`config.mk`:
```
export PLATFORM = sky130hd
export DESIGN_NAME = voice_scheduler
export DESIGN_NICKNAME = d
export VERILOG_FILES = /design/src/rtl/voice_scheduler.sv
export SDC_FILE = /design/constraint.sdc
export NUM_CORES = 1
export LEC_CHECK = 0
export BUFFER_PORTS_ARGS = -buffer_cell sky130_fd_sc_hd__buf_2
export CAP_MARGIN = 20
export CORE_UTILIZATION = 55
export CTS_BUF_LIST = sky130_fd_sc_hd__clkbuf_4
export DETAILED_ROUTE_END_ITERATION = 7
export PLACE_DENSITY = 0.77
export SYNTH_ARGS = -nofsm -noshare
export SYNTH_HDL_FRONTEND = slang
export SYNTH_SLANG_ARGS = --single-unit
```
`constraint.sdc`:
```
create_clock -name mclk -period 3.4 [get_ports mclk]
set_input_delay 0.51 -clock mclk [delete_from_list [all_inputs] [get_ports mclk]]
set_output_delay 0.51 -clock mclk [all_outputs]
set_load 0.1 [all_outputs]
```
`src/rtl/voice_scheduler.sv`:
```
// ---------------------------------------------------------------------------
// voice_scheduler
//
// Polyphonic voice allocator for the oscillator bank. Note-on / note-off
// events arrive over a valid/ready handshake. Each event is resolved by
// scanning one voice per cycle, then committed in a single cycle. A note-on
// either retriggers a voice already holding the same note, takes the
// lowest-index free voice, or steals the oldest voice. A note-off releases
// the lowest-index gated voice holding that note.
//
// Ports
//   mclk            master clock, only clock of the block
//   rst             synchronous active-high reset
//   pblrc           sample-rate clock; each rising edge ages every voice
//   evt_valid       event present
//   evt_ready       event can be accepted (IDLE and not in reset)
//   evt_on          1 = note-on, 0 = note-off
//   evt_freq        note frequency word, also used as the note identity
//   evt_volume      note-on volume; 0 turns a note-on into a note-off
//   voice_frequency per-voice frequency words, voice i at [i*FREQ_RES_BITS +: FREQ_RES_BITS]
//   voice_volume    per-voice volume words, voice i at [i*VOLUME_BITS +: VOLUME_BITS]
//   voice_gate      per-voice gate, 1 = note held
//   voice_trigger   one-cycle pulse per voice when it is (re)started
//   steal           one-cycle pulse when a note-on took a gated voice
//   miss            one-cycle pulse when a note-off matched no gated voice
//   active_count    number of gated voices
//
// FSM states
//   state  | meaning
//   IDLE   | waiting for an event, evt_ready high
//   SCAN   | examining voice idx, updating match / free / oldest candidates
//   COMMIT | applying the decision and pulsing trigger / steal / miss
// ---------------------------------------------------------------------------
module voice_scheduler #(
    parameter int NUM_VOICES    = 4,
    parameter int FREQ_RES_BITS = 8,
    parameter int VOLUME_BITS   = 8,
    parameter int AGE_BITS      = 8
) (
    input  logic                                mclk,
    input  logic                                rst,
    input  logic                                pblrc,
    input  logic                                evt_valid,
    output logic                                evt_ready,
    input  logic                                evt_on,
    input  logic [FREQ_RES_BITS-1:0]            evt_freq,
    input  logic [VOLUME_BITS-1:0]              evt_volume,
    output logic [NUM_VOICES*FREQ_RES_BITS-1:0] voice_frequency,
    output logic [NUM_VOICES*VOLUME_BITS-1:0]   voice_volume,
    output logic [NUM_VOICES-1:0]               voice_gate,
    output logic [NUM_VOICES-1:0]               voice_trigger,
    output logic                                steal,
    output logic                                miss,
    output logic [$clog2(NUM_VOICES+1)-1:0]     active_count
);

    localparam int IDX_W = $clog2(NUM_VOICES);
    localparam int CNT_W = $clog2(NUM_VOICES + 1);
    localparam logic [IDX_W-1:0]    LAST_IDX = IDX_W'(NUM_VOICES - 1);
    localparam logic [AGE_BITS-1:0] AGE_MAX  = '1;

    typedef enum logic [1:0] {
        IDLE   = 2'd0,
        SCAN   = 2'd1,
        COMMIT = 2'd2
    } state_t;

    state_t state, state_nxt;

    logic [IDX_W-1:0]         idx;
    logic                     ev_on;
    logic [FREQ_RES_BITS-1:0] ev_freq;
    logic [VOLUME_BITS-1:0]   ev_vol;

    logic                     match_vld;
    logic [IDX_W-1:0]         match_idx;
    logic                     free_vld;
    logic [IDX_W-1:0]         free_idx;
    logic [IDX_W-1:0]         oldest_idx;

    logic [FREQ_RES_BITS-1:0] freq_r [NUM_VOICES];
    logic [VOLUME_BITS-1:0]   vol_r  [NUM_VOICES];
    logic [AGE_BITS-1:0]      age_r  [NUM_VOICES];

    logic                     pblrc_q;
    logic                     tick;
    logic                     accept;

    logic                     note_on;
    logic [IDX_W-1:0]         sel_idx;
    logic                     do_alloc;
    logic                     do_retrig;
    logic                     do_release;
    logic                     steal_nxt;
    logic                     miss_nxt;
    logic [NUM_VOICES-1:0]    trig_nxt;
    logic [NUM_VOICES-1:0]    gate_nxt;
    logic [CNT_W-1:0]         gate_cnt;

    assign tick   = pblrc & ~pblrc_q;
    assign accept = evt_valid & evt_ready;

    // ---------------- state register ----------------
    always_ff @(posedge mclk) begin
        if (rst) begin
            state <= IDLE;
        end else begin
            state <= state_nxt;
        end
    end

    // ---------------- next-state logic ----------------
    always_comb begin
        state_nxt = state;
        case (state)
            IDLE:    if (accept) state_nxt = SCAN;
            SCAN:    if (idx == LAST_IDX) state_nxt = COMMIT;
            COMMIT:  state_nxt = IDLE;
            default: state_nxt = IDLE;
        endcase
    end

    // ---------------- output / decision logic ----------------
    always_comb begin
        evt_ready  = (state == IDLE) && !rst;
        note_on    = ev_on && (ev_vol != '0);
        sel_idx    = '0;
        do_alloc   = 1'b0;
        do_retrig  = 1'b0;
        do_release = 1'b0;
        steal_nxt  = 1'b0;
        miss_nxt   = 1'b0;
        trig_nxt   = '0;
        gate_nxt   = voice_gate;

        if (state == COMMIT) begin
            if (note_on) begin
                if (match_vld) begin
                    sel_idx   = match_idx;
                    do_retrig = 1'b1;
                end else if (free_vld) begin
                    sel_idx  = free_idx;
                    do_alloc = 1'b1;
                end else begin
                    sel_idx   = oldest_idx;
                    do_alloc  = 1'b1;
                    steal_nxt = 1'b1;
                end
            end else begin
                if (match_vld) begin
                    sel_idx    = match_idx;
                    do_release = 1'b1;
                end else begin
                    miss_nxt = 1'b1;
                end
            end
        end

        if (do_alloc || do_retrig) trig_nxt[sel_idx] = 1'b1;
        if (do_alloc)              gate_nxt[sel_idx] = 1'b1;
        if (do_release)            gate_nxt[sel_idx] = 1'b0;
    end

    always_comb begin
        gate_cnt = '0;
        for (int i = 0; i < NUM_VOICES; i++) begin
            gate_cnt = gate_cnt + CNT_W'(gate_nxt[i]);
        end
    end

    // ---------------- event latch and scan candidates ----------------
    // The oldest comparison reads the live age of the current candidate so
    // that both sides of the compare are taken on the same cycle.
    always_ff @(posedge mclk) begin
        if (rst) begin
            idx        <= '0;
            ev_on      <= 1'b0;
            ev_freq    <= '0;
            ev_vol     <= '0;
            match_vld  <= 1'b0;
            match_idx  <= '0;
            free_vld   <= 1'b0;
            free_idx   <= '0;
            oldest_idx <= '0;
        end else begin
            case (state)
                IDLE: begin
                    if (accept) begin
                        ev_on      <= evt_on;
                        ev_freq    <= evt_freq;
                        ev_vol     <= evt_volume;
                        idx        <= '0;
                        match_vld  <= 1'b0;
                        match_idx  <= '0;
                        free_vld   <= 1'b0;
                        free_idx   <= '0;
                        oldest_idx <= '0;
                    end
                end
                SCAN: begin
                    idx <= idx + IDX_W'(1);
                    if (!match_vld && voice_gate[idx] && (freq_r[idx] == ev_freq)) begin
                        match_vld <= 1'b1;
                        match_idx <= idx;
                    end
                    if (!free_vld && !voice_gate[idx]) begin
                        free_vld <= 1'b1;
                        free_idx <= idx;
                    end
                    if (age_r[idx] > age_r[oldest_idx]) begin
                        oldest_idx <= idx;
                    end
                end
                default: ;
            endcase
        end
    end

    // ---------------- voice state ----------------
    always_ff @(posedge mclk) begin
        if (rst) begin
            for (int i = 0; i < NUM_VOICES; i++) begin
                freq_r[i] <= '0;
                vol_r[i]  <= '0;
                age_r[i]  <= '0;
            end
            pblrc_q       <= 1'b0;
            voice_gate    <= '0;
            voice_trigger <= '0;
            steal         <= 1'b0;
            miss          <= 1'b0;
            active_count  <= '0;
        end else begin
            pblrc_q       <= pblrc;
            voice_gate    <= gate_nxt;
            voice_trigger <= trig_nxt;
            steal         <= steal_nxt;
            miss          <= miss_nxt;
            active_count  <= gate_cnt;
            for (int i = 0; i < NUM_VOICES; i++) begin
                // a (re)started voice restarts at age 0 even on a tick cycle
                if ((do_alloc || do_retrig) && (sel_idx == IDX_W'(i))) begin
                    age_r[i] <= '0;
                end else if (tick && (age_r[i] != AGE_MAX)) begin
                    age_r[i] <= age_r[i] + AGE_BITS'(1);
                end
                if (do_alloc && (sel_idx == IDX_W'(i))) begin
                    freq_r[i] <= ev_freq;
                end
                if ((do_alloc || do_retrig) && (sel_idx == IDX_W'(i))) begin
                    vol_r[i] <= ev_vol;
                end
            end
        end
    end

    always_comb begin
        voice_frequency = '0;
        voice_volume    = '0;
        for (int i = 0; i < NUM_VOICES; i++) begin
            voice_frequency[i*FREQ_RES_BITS +: FREQ_RES_BITS] = freq_r[i];
            voice_volume[i*VOLUME_BITS +: VOLUME_BITS]         = vol_r[i];
        end
    end

endmodule
```
## Yosys cells after proc, flatten, opt, wreduce, memory -nomap -nowiden

Memory sizes are Yosys's and may differ from the RTL's. A register that Yosys moved wholly into a read port is not among the register bits.
Index checks and enable logic that the tools add are counted.

- Add/subtract/negate cells: 8
- Multipliers: 0
- Divide/modulo/power cells: 0
- $lt $le $gt $ge: 4
- Equality and inequality tests: 16
- Shift-type cells: 0
- Muxes and demuxes: 100
- Bitwise logic cells: 25
- Reductions and logical operators: 36

Operator list:

| kind | count |
|---|---|
| two-way mux 8 bit | 16 |
| two-way mux 1 bit | 56 |
| two-way mux 2 bit | 17 |
| adder 8 x 1 -> 8 bit, second input constant | 4 |
| != test 8 bit, second input constant | 4 |
| case mux 2 bit (2 select lines) | 5 |
| logical AND 1 bit | 18 |
| bitwise OR 1 bit | 16 |
| != test 2 bit, second input constant | 5 |
| AND reduction 3 bit | 3 |
| equality test 2 bit, second input constant | 4 |
| equality test 8 bit | 1 |
| greater-than comparator 8 bit | 1 |
| two-way mux 4 bit | 2 |
| nonzero test 8 bit | 1 |
| less-than comparator 2 x 3 -> 1 bit, second input constant | 2 |
| AND reduction 2 bit | 3 |
| AND 4 bit | 1 |
| equality test 2 x 1 -> 1 bit, second input constant | 2 |
| zero test 1 bit | 4 |
| zero test 2 bit | 2 |
| NOT 1 bit | 4 |
| NOT 4 bit | 1 |
| bitwise OR 4 bit | 1 |
| other kinds (14) | 16 |

- Register bits: 43
- Latch bits: 0
- Bits in writable memories: 96
- Bits in read-only memories: 0
- Input port bits: 21
- Output and inout bits: 78
- Logic and storage cells: 208
- Memories: 3

Memories:

| name | words | bits a word | rd ports | clocked after Yosys merged registers in | write ports | RTL line | text |
|---|---|---|---|---|---|---|---|
| age_r | 4 | 8 | 6 | 2 | 4 | 83 | `logic [AGE_BITS-1:0] age_r [NUM_VOICES];` |
| freq_r | 4 | 8 | 5 | 1 | 4 | 81 | `logic [FREQ_RES_BITS-1:0] freq_r [NUM_VOICES];` |
| vol_r | 4 | 8 | 4 | 0 | 4 | 82 | `logic [VOLUME_BITS-1:0] vol_r [NUM_VOICES];` |

## Logic depth before layout (Yosys ltp)

Gate-level depths: netlist of the first run.

- Word-level depth: 15
- Gate-level depth with buffers: 11
- Depth with buffers taken out: 9

## Least setup slack after synthesis of the first run

No wires, ideal clock.

- Kind: input to register
- Start point: input port rst
- End point: register free_idx[0]
- Setup time: 0.128 ns
- Arrival time: 3.706 ns
- Required time: 3.272 ns
- Setup slack: -0.434 ns
- Stages on the path: 5
- Path buffers: 0
- Cells stage by stage: nor3_1 > nand2_1 > nand2_1 > mux2i_1 > nor2_1

- Cells in the longest elaborated chain, start to end: 5

Ends and longest elaborated chain:

| item | RTL line | text |
|---|---|---|
| from (decl) | 41 | `input logic rst,` |
| zero test 1 bit | 125 | `evt_ready = (state == IDLE) && !rst;` |
| logical AND 1 bit | 125 |  |
| AND 1 bit | 101 | `assign accept = evt_valid & evt_ready;` |
| != test 2 bit (no source line) | - |  |
| AND reduction 3 bit (no source line) | - |  |
| to (signal assigned) | 208 | `free_idx <= idx;` |
| to (decl) | 78 | `logic [IDX_W-1:0] free_idx;` |

Several ways; a longest one is shown, not always the timed one.
A chain may end at the register's enable or synchronous reset.

## Worst setup path in the final report of the first run

- Start point: register ev_vol[4]
- End point: register active_count[1]

- Cells in the longest elaborated chain, start to end: 15
- Elaborated cells between the ends (all ways): 21
- Classes of those cells: add/sub (3); order compare (2); mux (10); bitwise (3); reduce/logical (3)

Ends and longest elaborated chain:

| item | RTL line | text |
|---|---|---|
| from (decl) | 73 | `logic [VOLUME_BITS-1:0] ev_vol;` |
| from (signal assigned) | 191 | `ev_vol <= evt_volume;` |
| nonzero test 8 bit (*) | 126 | `note_on = ev_on && (ev_vol != '0);` |
| logical AND 1 bit (*) | 126 |  |
| two-way mux 2 bit | 137 | `if (note_on) begin` |
| two-way mux 2 bit | 136 | `if (state == COMMIT) begin` |
| less-than comparator 2 x 3 -> 1 bit (implied by the code) or greater-or-equal comparator 2 x 1 -> 1 bit (tied branches) | 160, 161 |  |
| logical AND 1 bit (implied by the code) | 160, 161 |  |
| two-way mux 1 bit (implied by the code) | 160, 161 |  |
| demux 1 bit (select 2 bit) | 160, 161 |  |
| bitwise OR 4 bit (no source line) | - |  |
| two-way mux 4 bit | 160 | `if (do_alloc) gate_nxt[sel_idx] = 1'b1;` |
| AND 4 bit (no source line) | - |  |
| two-way mux 4 bit (*) | 161 | `if (do_release) gate_nxt[sel_idx] = 1'b0;` |
| net gate_nxt[0] | 97 | `logic [NUM_VOICES-1:0] gate_nxt;` |
| adder 1 x 1 -> 2 bit (*) | 167 | `gate_cnt = gate_cnt + CNT_W'(gate_nxt[i]);` |
| adder 2 x 1 -> 3 bit (*) | 167 |  |
| adder 3 x 1 -> 3 bit (*) | 167 |  |
| net gate_cnt[1] | 98 | `logic [CNT_W-1:0] gate_cnt;` |
| to (signal assigned) | 239 | `active_count <= gate_cnt;` |
| to (decl) | 54 | `output logic [$clog2(NUM_VOICES+1)-1:0] active_count` |

Mark *: on every way through the listed nets, which the timed path passes. The rest lies on a longest branch.

==> results.md, run 1 <==
- Outcome: complete, no violations
- Setup ws final: between 0.3 and 0.4 ns
- Final RePlAce weighted congestion: 0.830
- Root buffer cell: sky130_fd_sc_hd__clkbuf_4
- Net count of the finished layout: around 720
- Switching power summed over all nets: approximately 1.1 mW
- Initial standard-cell utilization of the core: 56.3%
- Largest incremental delay on the critical path: a little under 0.6 ns
- Leading cell types by count after synthesis: 96 x sky130_fd_sc_hd__edfxtp_1, 90 x sky130_fd_sc_hd__nor2_1, 53 x sky130_fd_sc_hd__nand2_1
- Mean instance size in the synthesized netlist: 11.7 um^2
- Synthesis-to-layout area growth: 14.6%
- Highest-delay cell along the critical path: sky130_fd_sc_hd__or4_1
- Met3 wire length: 1080 um
- Synthesized instance count: between 500 and 600
- Top_reg_cell synth: sky130_fd_sc_hd__edfxtp_1
- Top post-synthesis cells by area: sky130_fd_sc_hd__edfxtp_1 43%, sky130_fd_sc_hd__dfxtp_1 14%, sky130_fd_sc_hd__mux4_2 7.7%
- First-pass detailed-route iteration total: 6
- Inserted Diodes: 0
- Count of pins on the block boundary: a little under 100
- Power consumption: 3.77 mW
- Internal power: about 2.6 mW
- Highest fanout seen on the critical path: 8
- Tightest slew margin relative to the limit: 51.5%
- Most frequent cell after synthesis: sky130_fd_sc_hd__edfxtp_1
- CTS tree: done
- Comb pwr share: roughly 15%
- Vert. Die Dim: between 100 and 150 um
- Endpoints failing hold: 0
- Worst slack at placement: ~0.33 ns
- Arrival time worst endpoint: about 3.5 ns
- Switching power share of the total: a little under a third
- Clock transition at the register clock pins on the worst setup and hold paths after CTS: around 0.13 ns
- Initial antenna violation count: 0
- Sequential share of power: ~53%
- Category of the worst setup path launch point: register
- DRT Wirelength: 15500 um
- DIE AREA: between 10000 and 15000 um^2
- Measured slew at the worst slew-check pin: ~0.73 ns
- Total count of max-transition violations in the final report: 0
- Routed via count: 4887
- Largest voltage drop on the vdd net: between 300 and 400 uV
- Final Instance Area: 7720 um^2
- Flop and latch count out of synthesis: approximately 140
- Total nets after synthesis: ~610
- Cell type contributing the most total cell area after synthesis: sky130_fd_sc_hd__edfxtp_1
- Register area share after synthesis: 56.8%
- Antenna-violating nets left: 0
- Via-to-Cell Ratio: just under 6
- DRC: 0
- Synthesized cell area: between 6000 and 7000 um^2
- H-tree lvl count: 4
- Met1 wire length: between 6000 and 7000 um
- CP delay by family, top: adder cells
- Maximum operating frequency: around 0.33 GHz
- Total grt overflow: 0
- Die width: ~110 um
- Cell occurring most often along the worst timing path: sky130_fd_sc_hd__ha_1
- Distinct cell type count after synthesis: 49
- Share of the clock period used by the worst path after layout: 90.0%
- Max-cap check violation count: 0
- Shortest period the worst path allows: just over 3 ns
- Part of the power in the clock network: a little under a third
- Number of fill cells: between 900 and 1000
- Global-route wire length before repair: between 20000 and 25000 um
- Power density normalized to cell area: roughly 500 nW/um^2
- Buffers plus inverters on the worst setup path: 0
- Worst Clk Skew: ~0.027 ns
- Final sum of negative setup slack: 0 ns
- Worst endpoint required time: roughly 3.9 ns
- Total of endpoints with negative setup slack in the final report: 0
- Type of element capturing the critical path: register
- Routed wire length per instance: 18.5 um
- Post-synth ARST share: 0%
- Vias in the first global route: 4697
- Setup repair after global routing missed its margin: false
- Count of non-filler cells in the finished layout: ~840
- Path type of the worst setup path: register to register
- Cell-by-cell trace of the critical path: or4_1, o21ai_2, o31ai_4, o41ai_2, nand2_1, fa_1, ha_1, ha_1, nor2b_1
- Pin count of the biggest net entering global routing: 35
- Number of rows in the core area: 40
- Total Routing Usage GR: around 25%
- Highest metal layer used by the detailed router: met4
- Final HPWL DP: approximately 11000 um
- Clk Latency, worst-skew pair: ~0.58 ns
- Clock Sink Count: about 140
- Worst min-delay path category: input port to register
- Longest Clk Path Bufs: 2
- Cell count after placement: a little over 800
- Ratio of cells with drive above 1 in the final layout: 25.6%
- First-iteration detailed-routing DRC count: between 400 and 500
- Number of buffers created by CTS: 17
- Setup bufs post-CTS: 0
- Synth top area share: between 40% and 50%
- Std-Cell Core Area: about 12000 um^2
- Placement Cell Area: 7390 um^2
- Synthesis warning total: 0
- EDFF count, synth: 96
- Wire length on met2: slightly below 8000 um
- Port buffer count: slightly below 100
- Leakage power summed over all cells: between 3 and 4 nW
==> kinds of logic after synthesis <==
logic type	count (synthesis)	synth area share, %
and+or+nand+nor	260	19.1
DFF	143	56.8
AOI/OAI and AO/OA	52	5.13
buffers and inverters	37	2.41
muxes	34	9.34
xor gates and xnor gates	32	4.16
adders and majority gates	16	3.08
==> path summary, 6_finish.rpt <==
kind | start | endpoint | slack (ns) | depth (start not counted)
worst max-delay path | ev_vol[4] | active_count[1] | 0.34 | 9
worst min-delay path | evt_freq[3] | ev_freq[3] | 0.12 | 3
worst max register to register | ev_vol[4] | active_count[1] | 0.34 | 9
worst min register to register | free_idx[1] | free_idx[1] | 0.48 | 2
==> placed cells by master (no fill, tap or decap), types with 6 or more instances in the layout <==
master / synthesis / final
sky130_fd_sc_hd__o21ai_0: 15 / 15
sky130_fd_sc_hd__nor2b_1: 6 / 6
sky130_fd_sc_hd__mux4_2: 23 / 23
sky130_fd_sc_hd__dfxtp_1: 47 / 47
sky130_fd_sc_hd__nand3_1: 18 / 18
sky130_fd_sc_hd__inv_1: 12 / 12
sky130_fd_sc_hd__nand3b_1: 15 / 15
sky130_fd_sc_hd__edfxtp_1: 96 / 96
sky130_fd_sc_hd__a21oi_1: 12 / 12
sky130_fd_sc_hd__buf_2: 7 / 98
sky130_fd_sc_hd__buf_4: 0 / 13
sky130_fd_sc_hd__xnor2_1: 14 / 14
sky130_fd_sc_hd__nand2_1: 53 / 53
sky130_fd_sc_hd__nand2b_1: 22 / 22
sky130_fd_sc_hd__xor2_1: 18 / 18
sky130_fd_sc_hd__ha_1: 15 / 15
sky130_fd_sc_hd__nand4_1: 7 / 7
sky130_fd_sc_hd__and2_1: 20 / 20
sky130_fd_sc_hd__nor2_1: 90 / 90
sky130_fd_sc_hd__clkbuf_4: 0 / 18
sky130_fd_sc_hd__mux2i_1: 10 / 10
==> state kept, by name (all words and copies together) (netlist names), 3 cells and up, named ones only <==
| signal | count |
|---|---|
| ev_vol | 8 |
| active_count | 3 |
| freq_r | 32 |
| age_r | 32 |
| vol_r | 32 |
| voice_trigger | 4 |
| voice_gate | 4 |
| ev_freq | 8 |
==> tightest hold or removal path: stages <==
cell and delay [ns]:
sky130_fd_sc_hd__buf_2 0.08, sky130_fd_sc_hd__nand2_1 0.04, sky130_fd_sc_hd__nand2_1 0.04
==> layout make-up <==
| type | instances | area [um^2] | share of cell area (%) |
|---|---|---|---|
| clock inverters | 14 | 183 | 2.37 |
| flip-flops and latches | 143 | 3820 | 49.5 |
| inverters | 12 | 45.0 | 0.583 |
| clock buffers | 18 | 135 | 1.75 |
| repair buffers | 111 | 588 | 7.62 |
| multi-input cells | 394 | 2760 | 35.8 |
| well taps | 147 | 184 | 2.38 |
==> power by group through the flow <==
stage | Combinational [mW] | Sequential (mW) | Clock (mW)
floorplan | 0.262 | 2.22 | 0
global placement | 0.546 | 2.05 | 0
detailed placement | 0.558 | 2.05 | 0
CTS | 0.560 | 2.01 | 1.21
global route | 0.595 | 2.02 | 1.29
finish | 0.560 | 2.01 | 1.20
==> what timing repair did <==
item / 4_1_cts / 5_1_grt
endpoints found under the setup margin: 0 / 1
gates resized for setup: 0 / 1
hold buffers: 0 / 0
==> metal layers <==
layer	vias up	GRT usage (%)
met5	-	0
met4	0	10.7
met3	34	5.40
met2	231	43.7
met1	2350	31.3
li1	2272	-
==> metrics by stage <==
stage | utilization, % | hold slack (ns)
2_1_floorplan | - | 0.440
3_3_place_gp | 61.8 | 0.454
3_5_place_dp | 61.8 | 0.461
4_1_cts | 64.5 | 0.0881
5_1_grt | 64.5 | 0.105
6_report | 64.5 | 0.115
Note: power is estimated with default switching activity, not from simulation.
==> inputs of run 2 (changes only) <==
--- a/config.mk
+++ b/config.mk
@@ -7,2 +7,3 @@
 export LEC_CHECK = 0
+export ABC_AREA = 1
 export BUFFER_PORTS_ARGS = -buffer_cell sky130_fd_sc_hd__buf_2
==> constraint.sdc (replaced) <==
create_clock -name mclk -period 3.4 [get_ports mclk]
set_input_delay 0.68 -clock mclk [delete_from_list [all_inputs] [get_ports mclk]]
set_output_delay 0.68 -clock mclk [all_outputs]
set_load 0.1 [all_outputs]
==> run 2 against run 1 <==
Register-to-register slack better by 0.11 ns. Sequential share of layout area down 0.17 points. Routed wire length up 10%. Clock power down 15%. Non-clock buffer count down 4. Synthesized area up 1.2%. Die area up 1.2%. Worst hold slack better by 0.18 ns. Design area up 0.34%. Total power down 1.3%. Critical path depth up 4. Critical path type unchanged. Largest cell class unchanged. Highest routed layer unchanged.
==> results.md, run 2 <==
- CP delay by family, top: adder cells
- Endpoint of the worst-slack reg-to-reg timing path: active_count[1]
- Count of non-filler cells in the finished layout: 1048 (+25%)
- Placement Cell Area: 7500 um^2 (+1.4%)
- Final Instance Area: 7750 um^2 (+0.34%)
- Post-Route Hold Slack: 0.292 ns (+0.176 ns)
- Leading cell types in the layout, fill and taps excluded: 152 x sky130_fd_sc_hd__nor2_1, 149 x sky130_fd_sc_hd__nand2_1, 98 x sky130_fd_sc_hd__buf_2
- Cell type contributing the most total cell area after synthesis: sky130_fd_sc_hd__edfxtp_1
- Clock Sink Count: 143 (unchanged)
- Synthesized cell area: 6820 um^2 (+1.2%)
- Synthesis-to-layout area growth: 13.6%
- Cell-by-cell trace of the critical path: inv_1, o21ai_0, nand3_4, inv_1, nand3_2, nand2_1, nand2_1, inv_1, fa_1, ha_1, ha_1, inv_1, nor2_1
- Number of cells traversed by the worst register-to-register path: 13 (+4)
- Category of the worst setup path launch point: register
- Distinct cell type count after synthesis: 36 (-27%)
- Clock transition at the register clock pins on the worst setup and hold paths after CTS: 0.13 ns (about the same)
- Maximum operating frequency: 0.339 GHz (+3.9%)
- Shortest period the worst path allows: 2.95 ns (-0.114 ns)
- Largest registers: age_r x32, freq_r x32, vol_r x32
- Area of combinational cells with multiple inputs: 2640 um^2 (-4.4%)
- Final RePlAce weighted congestion: 0.930 (+12%)
- Global-route wire length before repair: 27100 um (+13%)
- Setup bufs post-CTS: 0 (unchanged)
- CTS tree: done
- First-pass detailed-route iteration total: 5 (-1)
- Path type of the worst setup path: register to register
- Final sum of negative setup slack: 0 ns (unchanged)
- Antenna-violating nets left: 0 (unchanged)
- First-iteration detailed-routing DRC count: 443 (+2.5%)
- Port buffer count: 98 (unchanged)
- Largest voltage drop on the vdd net: 266 uV (-15%)
- Routed wire length per instance: 16.3 um (-12%)
- Worst Clk Skew: 0.0201 ns (-0.00694 ns)
- Largest incremental delay on the critical path: 0.55 ns (-0.03 ns)
- Total nets after synthesis: 801 (+31%)
- Mean instance size in the synthesized netlist: 8.93 um^2 (-24%)
- Register area share after synthesis: 56.1% (-0.70 points)
- Post-synth ARST share: 0% (unchanged)
- Clk Latency, worst-skew pair: 0.58 ns (about the same)
- Setup repair after global routing missed its margin: false
- Reg2reg start: match_vld
- Final HPWL DP: 12500 um (+12%)
- Count of pins on the block boundary: 99 (unchanged)
- Total of endpoints with negative setup slack in the final report: 0 (unchanged)
- Levels on crit path: 13 (+4)
- Synthesized instance count: 764 (+33%)
- Arrival time worst endpoint: 3.42 ns (-0.09 ns)
- Worst setup slack for register-to-register paths: 0.45 ns (+0.11 ns)
- Sequential share of power: 54.1% (+0.8 points)
- End of the critical path: active_count[1]
- DRT Wirelength: 17100 um (+10%)
- Most frequent standard cell in the layout excluding fill and tap cells: sky130_fd_sc_hd__nor2_1
- Longest Clk Path Bufs: 2 (unchanged)
- Comb pwr share: 18.6% (+3.8 points)
- Register area: 3820 um^2 (unchanged)
- Total count of max-transition violations in the final report: 0 (unchanged)
- Endpoints failing hold: 0 (unchanged)
- Measured slew at the worst slew-check pin: 0.788 ns (+0.0624 ns)
- Vert. Die Dim: 113 um (+0.61%)
- Synthesis warning total: 0 (unchanged)
- Total Routing Usage GR: 27.7% (+2.2 points)
- Outcome: complete, no violations
- Cell occurring most often along the worst timing path: sky130_fd_sc_hd__inv_1
- Part of the power in the clock network: 27.3% (-4.5 points)
- Total grt overflow: 0 (unchanged)
- Top_reg_cell synth: sky130_fd_sc_hd__edfxtp_1
- Leading cell types by count after synthesis: 152 x sky130_fd_sc_hd__nor2_1, 149 x sky130_fd_sc_hd__nand2_1, 96 x sky130_fd_sc_hd__edfxtp_1
- Leakage power summed over all cells: 3.24 nW (+7.4%)
- Highest-delay cell along the critical path: sky130_fd_sc_hd__dfxtp_1
- Highest fanout seen on the critical path: 10 (+2)
- Initial standard-cell utilization of the core: 56.5% (+0.23 points)
- Buffers plus inverters on the worst setup path: 4 (+4)
- Root buffer cell: sky130_fd_sc_hd__clkbuf_4
- Number of rows in the core area: 40 (unchanged)
- Via-to-Cell Ratio: 5.50 (-5.6%)
- Std-Cell Core Area: 12100 um^2 (+0.84%)
- Ratio of cells with drive above 1 in the final layout: 18.4% (-7.2 points)
- Top post-synthesis cells by area: sky130_fd_sc_hd__edfxtp_1 42%, sky130_fd_sc_hd__dfxtp_1 14%, sky130_fd_sc_hd__nor2_1 8.4%
- Tightest slew margin relative to the limit: 47.4% (-4.1 points)
- Net count of the finished layout: 904 (+26%)
- Switching power summed over all nets: 1.25 mW (+9.1%)
- Worst min-delay path category: input port to register
- Vias in the first global route: 5512 (+17%)
- EDFF count, synth: 96 (unchanged)
- Number of gates given a new drive strength after cts: 0 (unchanged)
- Most frequent cell after synthesis: sky130_fd_sc_hd__nor2_1
- Pin count of the biggest net entering global routing: 28 (-20%)
- H-tree lvl count: 4 (unchanged)
- Cell count after placement: 1016 (+26%)
- Power density normalized to cell area: 481 nW/um^2 (-1.6%)
- Flop and latch count out of synthesis: 143 (unchanged)
- Switching power share of the total: 33.5% (+3.2 points)
- Number of buffers created by CTS: 17 (unchanged)
- Launching instance or port of the critical path: match_vld
- Internal power: 2.48 mW (-5.8%)
- Max-cap check violation count: 0 (unchanged)
- Number of fill cells: 981 (+7.6%)
- DRC: 0 (unchanged)
- Initial antenna violation count: 0 (unchanged)
- Die width: 113 um (+0.61%)
- Share of the clock period used by the worst path after layout: 86.7% (-3.4 points)
- Routed via count: 5762 (+18%)
- Hold buffers post-CTS: 0 (unchanged)
- DIE AREA: 12800 um^2 (+1.2%)
- Worst endpoint required time: 3.87 ns (+0.02 ns)
- Synth top area share: 42.3% (-0.53 points)
- Inserted Diodes: 0 (unchanged)
- Type of element capturing the critical path: register
-- run 2: cell families (layout without fill, tap and decap cells) --
group           Yosys count  after routing  synth area share (%)
compound gates           97             97                  7.76
xor+xnor                 25             25                  3.21
buf+inv                  94            210                  5.30
simple gates            389            389                  24.6
fa+ha+maj                16             16                  3.05
flops                   143            143                  56.1
-- run 2: area by class of cell --
type / count / share of cell area (%)
clock buffer: 18 / 1.74
timing repair buffer: 107 / 7.20
tap: 168 / 2.71
multi-input combinational: 527 / 34.1
clock inverter: 14 / 1.47
sequential: 143 / 49.4
inverter: 71 / 3.44
-- run 2: worst min path at each step --
stage / from / slack, ns / endpoint / cells past startpoint
after detailed placement: free_idx[1] / 0.48 / free_idx[1] / 2
after global placement: free_idx[0] / 0.48 / free_idx[0] / 2
final: evt_freq[2] / 0.29 / ev_freq[2] / 3
after floorplan: ev_on / 0.46 / ev_on / 2
after CTS: evt_freq[2] / 0.27 / ev_freq[2] / 3
after global routing: evt_on / 0.29 / ev_on / 3
-- run 2: worst min-delay path: cells and delay by family --
family / cells / cell delay [ns]
compound gates: 1 / 0.05
buf+inv: 1 / 0.08
simple gates: 1 / 0.04
-- run 2: layer usage --
layer	track usage [%]	part of all wire, %	vias up
li1	-	-	2743
met1	35.6	42	2720
met3	6.64	6.7	47
met4	12.7	3.1	0
met5	0	0	-
met2	44.5	48	252
-- run 2: metrics by stage --
step                util [%]  total power [mW]  setup slack, ns
floorplan                  -              2.57            0.622
finish                  64.2              3.72            0.453
global route            64.2              3.86            0.192
detailed placement      62.2              2.74            0.491
global placement        62.2              2.72            0.632
CTS                     64.2              3.72            0.467
-- run 2: power groups by stage --
stage	Clock, mW	Sequential [mW]	Combinational [mW]
after global placement	0	2.05	0.667
after global routing	1.08	2.03	0.753
after detailed placement	0	2.05	0.681
final	1.02	2.02	0.692
after floorplan	0	2.22	0.346
after CTS	1.02	2.01	0.684
